<file path="config.mk">
export PLATFORM = sky130hd
export DESIGN_NAME = uart_init_sequencer
export DESIGN_NICKNAME = d
export VERILOG_FILES = /design/src/rtl/uart_pkg.sv /design/src/rtl/apb_master_if.sv /design/src/rtl/uart_init_sequencer.sv
export SDC_FILE = /design/constraint.sdc
export NUM_CORES = 1
export LEC_CHECK = 0
export CAP_MARGIN = 20
export CORE_ASPECT_RATIO = 0.6
export CORE_MARGIN = 3
export CORE_UTILIZATION = 49
export CTS_CLUSTER_SIZE = 20
export DETAILED_ROUTE_END_ITERATION = 16
export PLACE_DENSITY = 0.77
export SLEW_MARGIN = 40
export SYNTH_ARGS = -nofsm -noshare
export SYNTH_HDL_FRONTEND = slang
export SYNTH_SLANG_ARGS = --single-unit
</file>
<file path="constraint.sdc">
create_clock -name clk_i -period 2.6 [get_ports clk_i]
set_clock_uncertainty 0.15 [all_clocks]
set_input_delay 0.26 -clock clk_i [delete_from_list [all_inputs] [get_ports clk_i]]
set_output_delay 0.26 -clock clk_i [all_outputs]
set_load 0.03 [all_outputs]
</file>
<file path="src/rtl/uart_pkg.sv">
// Shared definitions for the UART init sequencer: 16550-style register map,
// LSR/FCR constants and the sequencer state encoding.
package uart_pkg;

  localparam logic [7:0] ADDR_THR = 8'h00;
  localparam logic [7:0] ADDR_DLL = 8'h00;
  localparam logic [7:0] ADDR_DLM = 8'h01;
  localparam logic [7:0] ADDR_IER = 8'h01;
  localparam logic [7:0] ADDR_FCR = 8'h02;
  localparam logic [7:0] ADDR_LCR = 8'h03;
  localparam logic [7:0] ADDR_LSR = 8'h05;

  localparam int         LSR_THRE_BIT = 5;
  localparam logic [7:0] FCR_INIT     = 8'h07;
  localparam logic [7:0] LCR_DLAB     = 8'h80;
  localparam logic [2:0] CFG_LAST     = 3'd4;

  typedef enum logic [3:0] {
    ST_IDLE,
    ST_CFG_SETUP,
    ST_CFG_ACCESS,
    ST_READY,
    ST_POLL_SETUP,
    ST_POLL_ACCESS,
    ST_TX_SETUP,
    ST_TX_ACCESS,
    ST_ERROR
  } state_e;

  // Transmit-holding-register-empty flag out of a raw LSR read.
  function automatic logic lsr_thre(input logic [7:0] lsr);
    return lsr[LSR_THRE_BIT];
  endfunction

endpackage

</file>
<file path="src/rtl/apb_master_if.sv">
// APB master phase engine. While req_i is high a transfer is in flight:
// the first cycle is SETUP, then ACCESS is held until pready_i. If req_i
// stays high on the completing cycle the next SETUP follows immediately.
// Ports: clk_i/rst_n_i; req_i/write_i/addr_i/wdata_i from the sequencer;
// done_o/rdata_o back to it; m_apb_* bus signals to the UART slave.
module apb_master_if (
  input  logic       clk_i,
  input  logic       rst_n_i,
  input  logic       req_i,
  input  logic       write_i,
  input  logic [7:0] addr_i,
  input  logic [7:0] wdata_i,
  output logic       done_o,
  output logic [7:0] rdata_o,
  output logic       m_apb_psel_o,
  output logic       m_apb_penable_o,
  output logic       m_apb_pwrite_o,
  output logic [7:0] m_apb_paddr_o,
  output logic [7:0] m_apb_pwdata_o,
  input  logic [7:0] m_apb_prdata_i,
  input  logic       m_apb_pready_i
);

  logic access_q, access_d;

  always_comb begin
    access_d = access_q;
    if (!req_i)              access_d = 1'b0;
    else if (!access_q)      access_d = 1'b1;
    else if (m_apb_pready_i) access_d = 1'b0;
  end

  always_ff @(posedge clk_i or negedge rst_n_i) begin
    if (!rst_n_i) access_q <= 1'b0;
    else          access_q <= access_d;
  end

  // Bus outputs are gated by req_i so they read zero whenever no transfer runs.
  assign m_apb_psel_o    = req_i;
  assign m_apb_penable_o = req_i & access_q;
  assign m_apb_pwrite_o  = req_i & write_i;
  assign m_apb_paddr_o   = req_i ? addr_i  : 8'h00;
  assign m_apb_pwdata_o  = req_i ? wdata_i : 8'h00;
  assign done_o          = req_i & access_q & m_apb_pready_i;
  assign rdata_o         = m_apb_prdata_i;

endmodule

</file>
<file path="src/rtl/uart_init_sequencer.sv">
// Programs a 16550-style UART over APB (LCR/DLAB, divisor, LCR, FCR), then
// forwards bytes to THR after polling LSR.THRE, giving up after POLL_MAX
// consecutive not-empty reads.
// Ports: clk_i/rst_n_i; start_i plus config inputs; tx_valid_i/tx_data_i/
// tx_ready_o byte handshake; cfg_done_o/busy_o/err_o status; m_apb_* master.
//
// state      | meaning
// IDLE       | after reset, waiting for start_i
// CFG_SETUP  | SETUP phase of config write step_q
// CFG_ACCESS | ACCESS phase of config write step_q
// READY      | configured, waiting for tx_valid_i or start_i
// POLL_SETUP | SETUP phase of LSR read
// POLL_ACCESS| ACCESS phase of LSR read
// TX_SETUP   | SETUP phase of THR write
// TX_ACCESS  | ACCESS phase of THR write
// ERROR      | poll limit hit, waiting for start_i
module uart_init_sequencer
  import uart_pkg::*;
#(
  parameter int unsigned POLL_MAX = 255
) (
  input  logic        clk_i,
  input  logic        rst_n_i,
  input  logic        start_i,
  input  logic [15:0] baud_div_i,
  input  logic [1:0]  word_len_i,
  input  logic        stp_bits_i,
  input  logic        parity_en_i,
  input  logic        even_parity_sel_i,
  input  logic        tx_valid_i,
  input  logic [7:0]  tx_data_i,
  output logic        tx_ready_o,
  output logic        cfg_done_o,
  output logic        busy_o,
  output logic        err_o,
  output logic        m_apb_psel_o,
  output logic        m_apb_penable_o,
  output logic        m_apb_pwrite_o,
  output logic [7:0]  m_apb_paddr_o,
  output logic [7:0]  m_apb_pwdata_o,
  input  logic [7:0]  m_apb_prdata_i,
  input  logic        m_apb_pready_i
);

  localparam logic [8:0] POLL_LIMIT = 9'(POLL_MAX);

  state_e      state_q, state_d;
  logic [2:0]  step_q, step_d;
  logic [7:0]  poll_cnt_q, poll_cnt_d;
  logic [15:0] baud_q, baud_d;
  logic [4:0]  lcr_q, lcr_d;
  logic        cfg_done_q, cfg_done_d;
  logic        err_q, err_d;

  logic        apb_req, apb_write, apb_done;
  logic [7:0]  apb_addr, apb_wdata, apb_rdata;
  logic [8:0]  poll_nxt;

  assign poll_nxt = {1'b0, poll_cnt_q} + 9'd1;

  always_comb begin
    state_d    = state_q;
    step_d     = step_q;
    poll_cnt_d = poll_cnt_q;
    baud_d     = baud_q;
    lcr_d      = lcr_q;
    cfg_done_d = cfg_done_q;
    err_d      = err_q;
    unique case (state_q)
      ST_IDLE, ST_READY, ST_ERROR: begin
        // start_i beats tx_valid_i when both arrive in READY.
        if (start_i) begin
          baud_d     = baud_div_i;
          lcr_d      = {even_parity_sel_i, parity_en_i, stp_bits_i, word_len_i};
          step_d     = 3'd0;
          cfg_done_d = 1'b0;
          err_d      = 1'b0;
          state_d    = ST_CFG_SETUP;
        end else if (state_q == ST_READY && tx_valid_i) begin
          poll_cnt_d = 8'd0;
          state_d    = ST_POLL_SETUP;
        end
      end
      ST_CFG_SETUP: state_d = ST_CFG_ACCESS;
      ST_CFG_ACCESS: begin
        if (apb_done) begin
          if (step_q == CFG_LAST) begin
            cfg_done_d = 1'b1;
            state_d    = ST_READY;
          end else begin
            step_d  = step_q + 3'd1;
            state_d = ST_CFG_SETUP;
          end
        end
      end
      ST_POLL_SETUP: state_d = ST_POLL_ACCESS;
      ST_POLL_ACCESS: begin
        if (apb_done) begin
          if (lsr_thre(apb_rdata)) begin
            state_d = ST_TX_SETUP;
          end else if (poll_nxt >= POLL_LIMIT) begin
            err_d      = 1'b1;
            cfg_done_d = 1'b0;
            state_d    = ST_ERROR;
          end else begin
            poll_cnt_d = poll_nxt[7:0];
            state_d    = ST_POLL_SETUP;
          end
        end
      end
      ST_TX_SETUP:  state_d = ST_TX_ACCESS;
      ST_TX_ACCESS: if (apb_done) state_d = ST_READY;
      default:      state_d = ST_IDLE;
    endcase
  end

  // Transfer descriptor for the current state; constant across SETUP/ACCESS.
  always_comb begin
    apb_req   = 1'b0;
    apb_write = 1'b0;
    apb_addr  = 8'h00;
    apb_wdata = 8'h00;
    case (state_q)
      ST_CFG_SETUP, ST_CFG_ACCESS: begin
        apb_req   = 1'b1;
        apb_write = 1'b1;
        case (step_q)
          3'd0: begin apb_addr = ADDR_LCR; apb_wdata = LCR_DLAB | {3'b000, lcr_q}; end
          3'd1: begin apb_addr = ADDR_DLL; apb_wdata = baud_q[7:0]; end
          3'd2: begin apb_addr = ADDR_DLM; apb_wdata = baud_q[15:8]; end
          3'd3: begin apb_addr = ADDR_LCR; apb_wdata = {3'b000, lcr_q}; end
          default: begin apb_addr = ADDR_FCR; apb_wdata = FCR_INIT; end
        endcase
      end
      ST_POLL_SETUP, ST_POLL_ACCESS: begin
        apb_req  = 1'b1;
        apb_addr = ADDR_LSR;
      end
      ST_TX_SETUP, ST_TX_ACCESS: begin
        apb_req   = 1'b1;
        apb_write = 1'b1;
        apb_addr  = ADDR_THR;
        apb_wdata = tx_data_i;
      end
      default: ;
    endcase
  end

  always_ff @(posedge clk_i or negedge rst_n_i) begin
    if (!rst_n_i) begin
      state_q    <= ST_IDLE;
      step_q     <= 3'd0;
      poll_cnt_q <= 8'd0;
      baud_q     <= 16'd0;
      lcr_q      <= 5'd0;
      cfg_done_q <= 1'b0;
      err_q      <= 1'b0;
    end else begin
      state_q    <= state_d;
      step_q     <= step_d;
      poll_cnt_q <= poll_cnt_d;
      baud_q     <= baud_d;
      lcr_q      <= lcr_d;
      cfg_done_q <= cfg_done_d;
      err_q      <= err_d;
    end
  end

  apb_master_if u_apb (
    .clk_i           (clk_i),
    .rst_n_i         (rst_n_i),
    .req_i           (apb_req),
    .write_i         (apb_write),
    .addr_i          (apb_addr),
    .wdata_i         (apb_wdata),
    .done_o          (apb_done),
    .rdata_o         (apb_rdata),
    .m_apb_psel_o    (m_apb_psel_o),
    .m_apb_penable_o (m_apb_penable_o),
    .m_apb_pwrite_o  (m_apb_pwrite_o),
    .m_apb_paddr_o   (m_apb_paddr_o),
    .m_apb_pwdata_o  (m_apb_pwdata_o),
    .m_apb_prdata_i  (m_apb_prdata_i),
    .m_apb_pready_i  (m_apb_pready_i)
  );

  assign tx_ready_o = (state_q == ST_TX_ACCESS) && apb_done;
  assign busy_o     = !(state_q == ST_IDLE || state_q == ST_READY || state_q == ST_ERROR);
  assign cfg_done_o = cfg_done_q;
  assign err_o      = err_q;

endmodule

</file>
==> results.md <==
- Status: completed
- Distinct cells, synth: 56
- Antenna Cells: 0
- First-pass GRT wire length: roughly 10000 um
- Commonest cells after routing, fill and taps aside: 39 x clkdlybuf4s50_1, 38 x dfrtp_1, 24 x buf_4, 22 x mux2_2
- Largest net degree at the start of global routing: 40
- Pleak: 1.367 nW
- H-tree depth: 2
- Max layer used: met4
- Fin crit period: 2.566 ns
- Vias/cell: 5.904
- Fin. max-slew vios: 0
- Max VDD drop: between 0.5 and 0.6 mV
- Layout Nets: 370
- Total grt overflow: 0
- Die footprint: between 5000 and 6000 sq um
- # clock sinks: 39
- Max_cap viols: 0
- Post-synthesis sequential area ratio: 0.4058
- Tcrit/Tclk final: 0.9871
- Setup crit start: step_q[1]$_DFFE_PN0P_
- P&R area growth vs syn: 32.73%
- Final setup violation count: 0
- Seq cells post-synth: 39
- Post-layout util: 0.6850
- Worst slew pin tran: 0.5258 ns
- Final setup TNS: 0 ns
- Hold crit path type: flip-flop to flip-flop
- Number of buffers created by CTS: 5
- Detailed Route Iter0 Violations: around 260
- Synth warn: 0
- Reg-to-Reg Start: poll_cnt_q[0]$_DFFE_PN0P_
- Maximum clock rate: just under 400 MHz
- Syn_area_per_cell: between 9 and 10 sq um
- # port buffers: 52
- Vias after detailed routing: 2273
- Placed cell areas: 3037 sq um
- Fillers: 374
- Slew headroom: 0.6468
- Pwr per Cell Area: about 1200 nW/um^2
- WL/cell: 16.65 um
- Post-synthesis simple-gate area fraction: 0.1779
- Wire length on met3: slightly below 500 um
- Vias in the first global route: 2086
- Mux cell area share after synthesis: 0.1176
- Met1 wire length: 3152 um
- Gr usage total: 0.2306
- GPL Wtd Cong: 0.9106
- Fin cells: 385
- Die W: between 90 and 100 um
- Dpl cells: between 300 and 400
- Remaining antenna violation count: 0
- Number of synthesized flops with an enable pin: 0
- Final Cell Area: 3192 sq um
- CP Launch Type: flip-flop
- Num ports: 65
- XOR/XNOR Fraction of Synth Area: 0.003642
- Largest family of logic cells by synthesized area: compound AO/OA/AOI/OAI gates
- Setup ws final: 0.03356 ns
- Fraction of layout cells with a size suffix above 1: 0.2453
- Clk buf depth: 2
- CTS Root Cell: clkbuf_8
- Synth Instances: approximately 260
- Clock latency on the worst-skew pair: about 0.28 ns
- Final Hold Vio Count: 0
- Asr flop ratio synth: 1.000
- Met2 wire len: 2744 um
- Area of the core: roughly 4700 sq um
- Core Rows: 19
- Clock-pin slew on the worst setup and hold paths: 0.08 ns
- Die H: ~60 um
- Dpl ws: 0.1240 ns
- Tot Pwr: just under 4 mW
- Initial core utilization: 0.5161
- Hpwl dp: 4796 um
- Max FO, Critical Path: 7
- Crit path DAT: 2.16 ns
- CP endpoint kind: output pin
- TritonCTS clock tree: done
- Data required time at the worst endpoint: 2.19 ns
- Total wire length: about 6400 um
- Setup slack, reg-to-reg: 0.17 ns
- Hold_sp: lcr_q[3]$_DFFE_PN0P_
- Commonest non-fill, non-tap cell in the layout: clkdlybuf4s50_1
- Synthesized-area fraction occupied by adder cells: 0.03642
- DRC: 0
- Top_reg_cell synth: dfrtp_1
- Crit path kind: flip-flop to output pin
- Cell Area, Synth: 2405 sq um
- Initial antenna violation count: 0
- Pre-antenna DRT Iters: 5
- Fraction of the mapped netlist area in compound gates: 0.2045
- WHS: 0.3640 ns
[routing by layer]
layer	up-vias	global-route usage
met5	-	0
met1	1110	0.3493
met2	101	0.3392
met3	4	0.05535
li1	1058	-
met4	0	0.03593
[area by class of cell]
cell class                      instances  area [sq um]  area share
Tap cell                               63         78.83     0.02470
Inverter                               13         48.80     0.01529
Clock buffer                            7         76.32     0.02391
Clock inverter                          1         5.005    0.001568
Multi-Input combinational cell        193          1364      0.4273
Timing Repair Buffer                   69         641.9      0.2011
Sequential cell                        39         977.2      0.3062
[what timing repair did]
action                                 in CTS  in global routing
buffers inserted                            2                  1
endpoints found under the hold margin      39                  0
hold buffers                                1                  0
setup endpoints to repair                   8                  9
gates resized for setup                     5                 13
pin swaps                                   1                  3
[worst max-delay path, cell delays in order, from the launching register on]
cell and delay (ns):
dfrtp_1 0.41, ha_2 0.19, ha_2 0.16, a21o_4 0.21, a222oi_1 0.50, a21oi_2 0.09
a21o_1 0.18, buf_6 0.13
[path summary, 6_finish.rpt]
path | endpoint | cells past startpoint
max in group asynchronous | step_q[2]$_DFFE_PN0P_ | 2
min | lcr_q[3]$_DFFE_PN0P_ | 1
max reg2reg | poll_cnt_q[7]$_DFFE_PN0P_ | 7
max | m_apb_pwdata_o[2] | 7
min in group asynchronous | step_q[0]$_DFFE_PN0P_ | 2
min reg2reg | lcr_q[3]$_DFFE_PN0P_ | 1
[where the power goes]
group,total [mW],internal (mW),switching [mW]
sequential,1.10,0.872,0.226
combinational,2.37,1.07,1.30
clock,0.398,0.189,0.210
total,3.87,2.13,1.74
[cells in the mapped netlist, types with 2 or more instances]
cell       n  area [sq um]
dfrtp_1   39         975.9
mux2_2    22         247.7
nor2_1    22         82.58
nand2_1   21         78.83
o21ai_0   20         100.1
inv_1     13         48.80
a21oi_1   12         60.06
clkbuf_1   8         30.03
ha_1       7         87.58
nand3_1    6         30.03
a21o_1     5         37.54
a222oi_1   5         50.05
a22oi_1    5         37.54
buf_4      5         37.54
nand2b_1   5         31.28
o22ai_1    5         31.28
nor3_1     4         20.02
or3_1      4         25.02
a31oi_1    3         18.77
and2_1     2         12.51
buf_2      2         10.01
mux2i_1    2         20.02
nand3b_1   2         15.01
nor2b_1    2         12.51
o311ai_0   2         17.52
o31ai_1    2         15.01
or4_2      2         17.52
[kinds of logic (layout without fill, tap and decap cells)]
kind of cell               after synthesis  in the layout
other                                    1              5
DFF                                     39             39
muxes                                   25             25
xor gates and xnor gates                 1              1
and+or+nand+nor                         82             82
adders and majority gates                7              7
buffers and inverters                   28             90
AOI/OAI and AO/OA                       73             73
[state kept, by name, summed over array words and instances (netlist names)]
name / count
lcr_q: 5
step_q: 3
poll_cnt_q: 8
u_apb.access_q: 1
baud_q: 16
state_q: 4
cfg_done_o: 1
err_o: 1
Note: power is estimated with default switching activity, not from simulation.
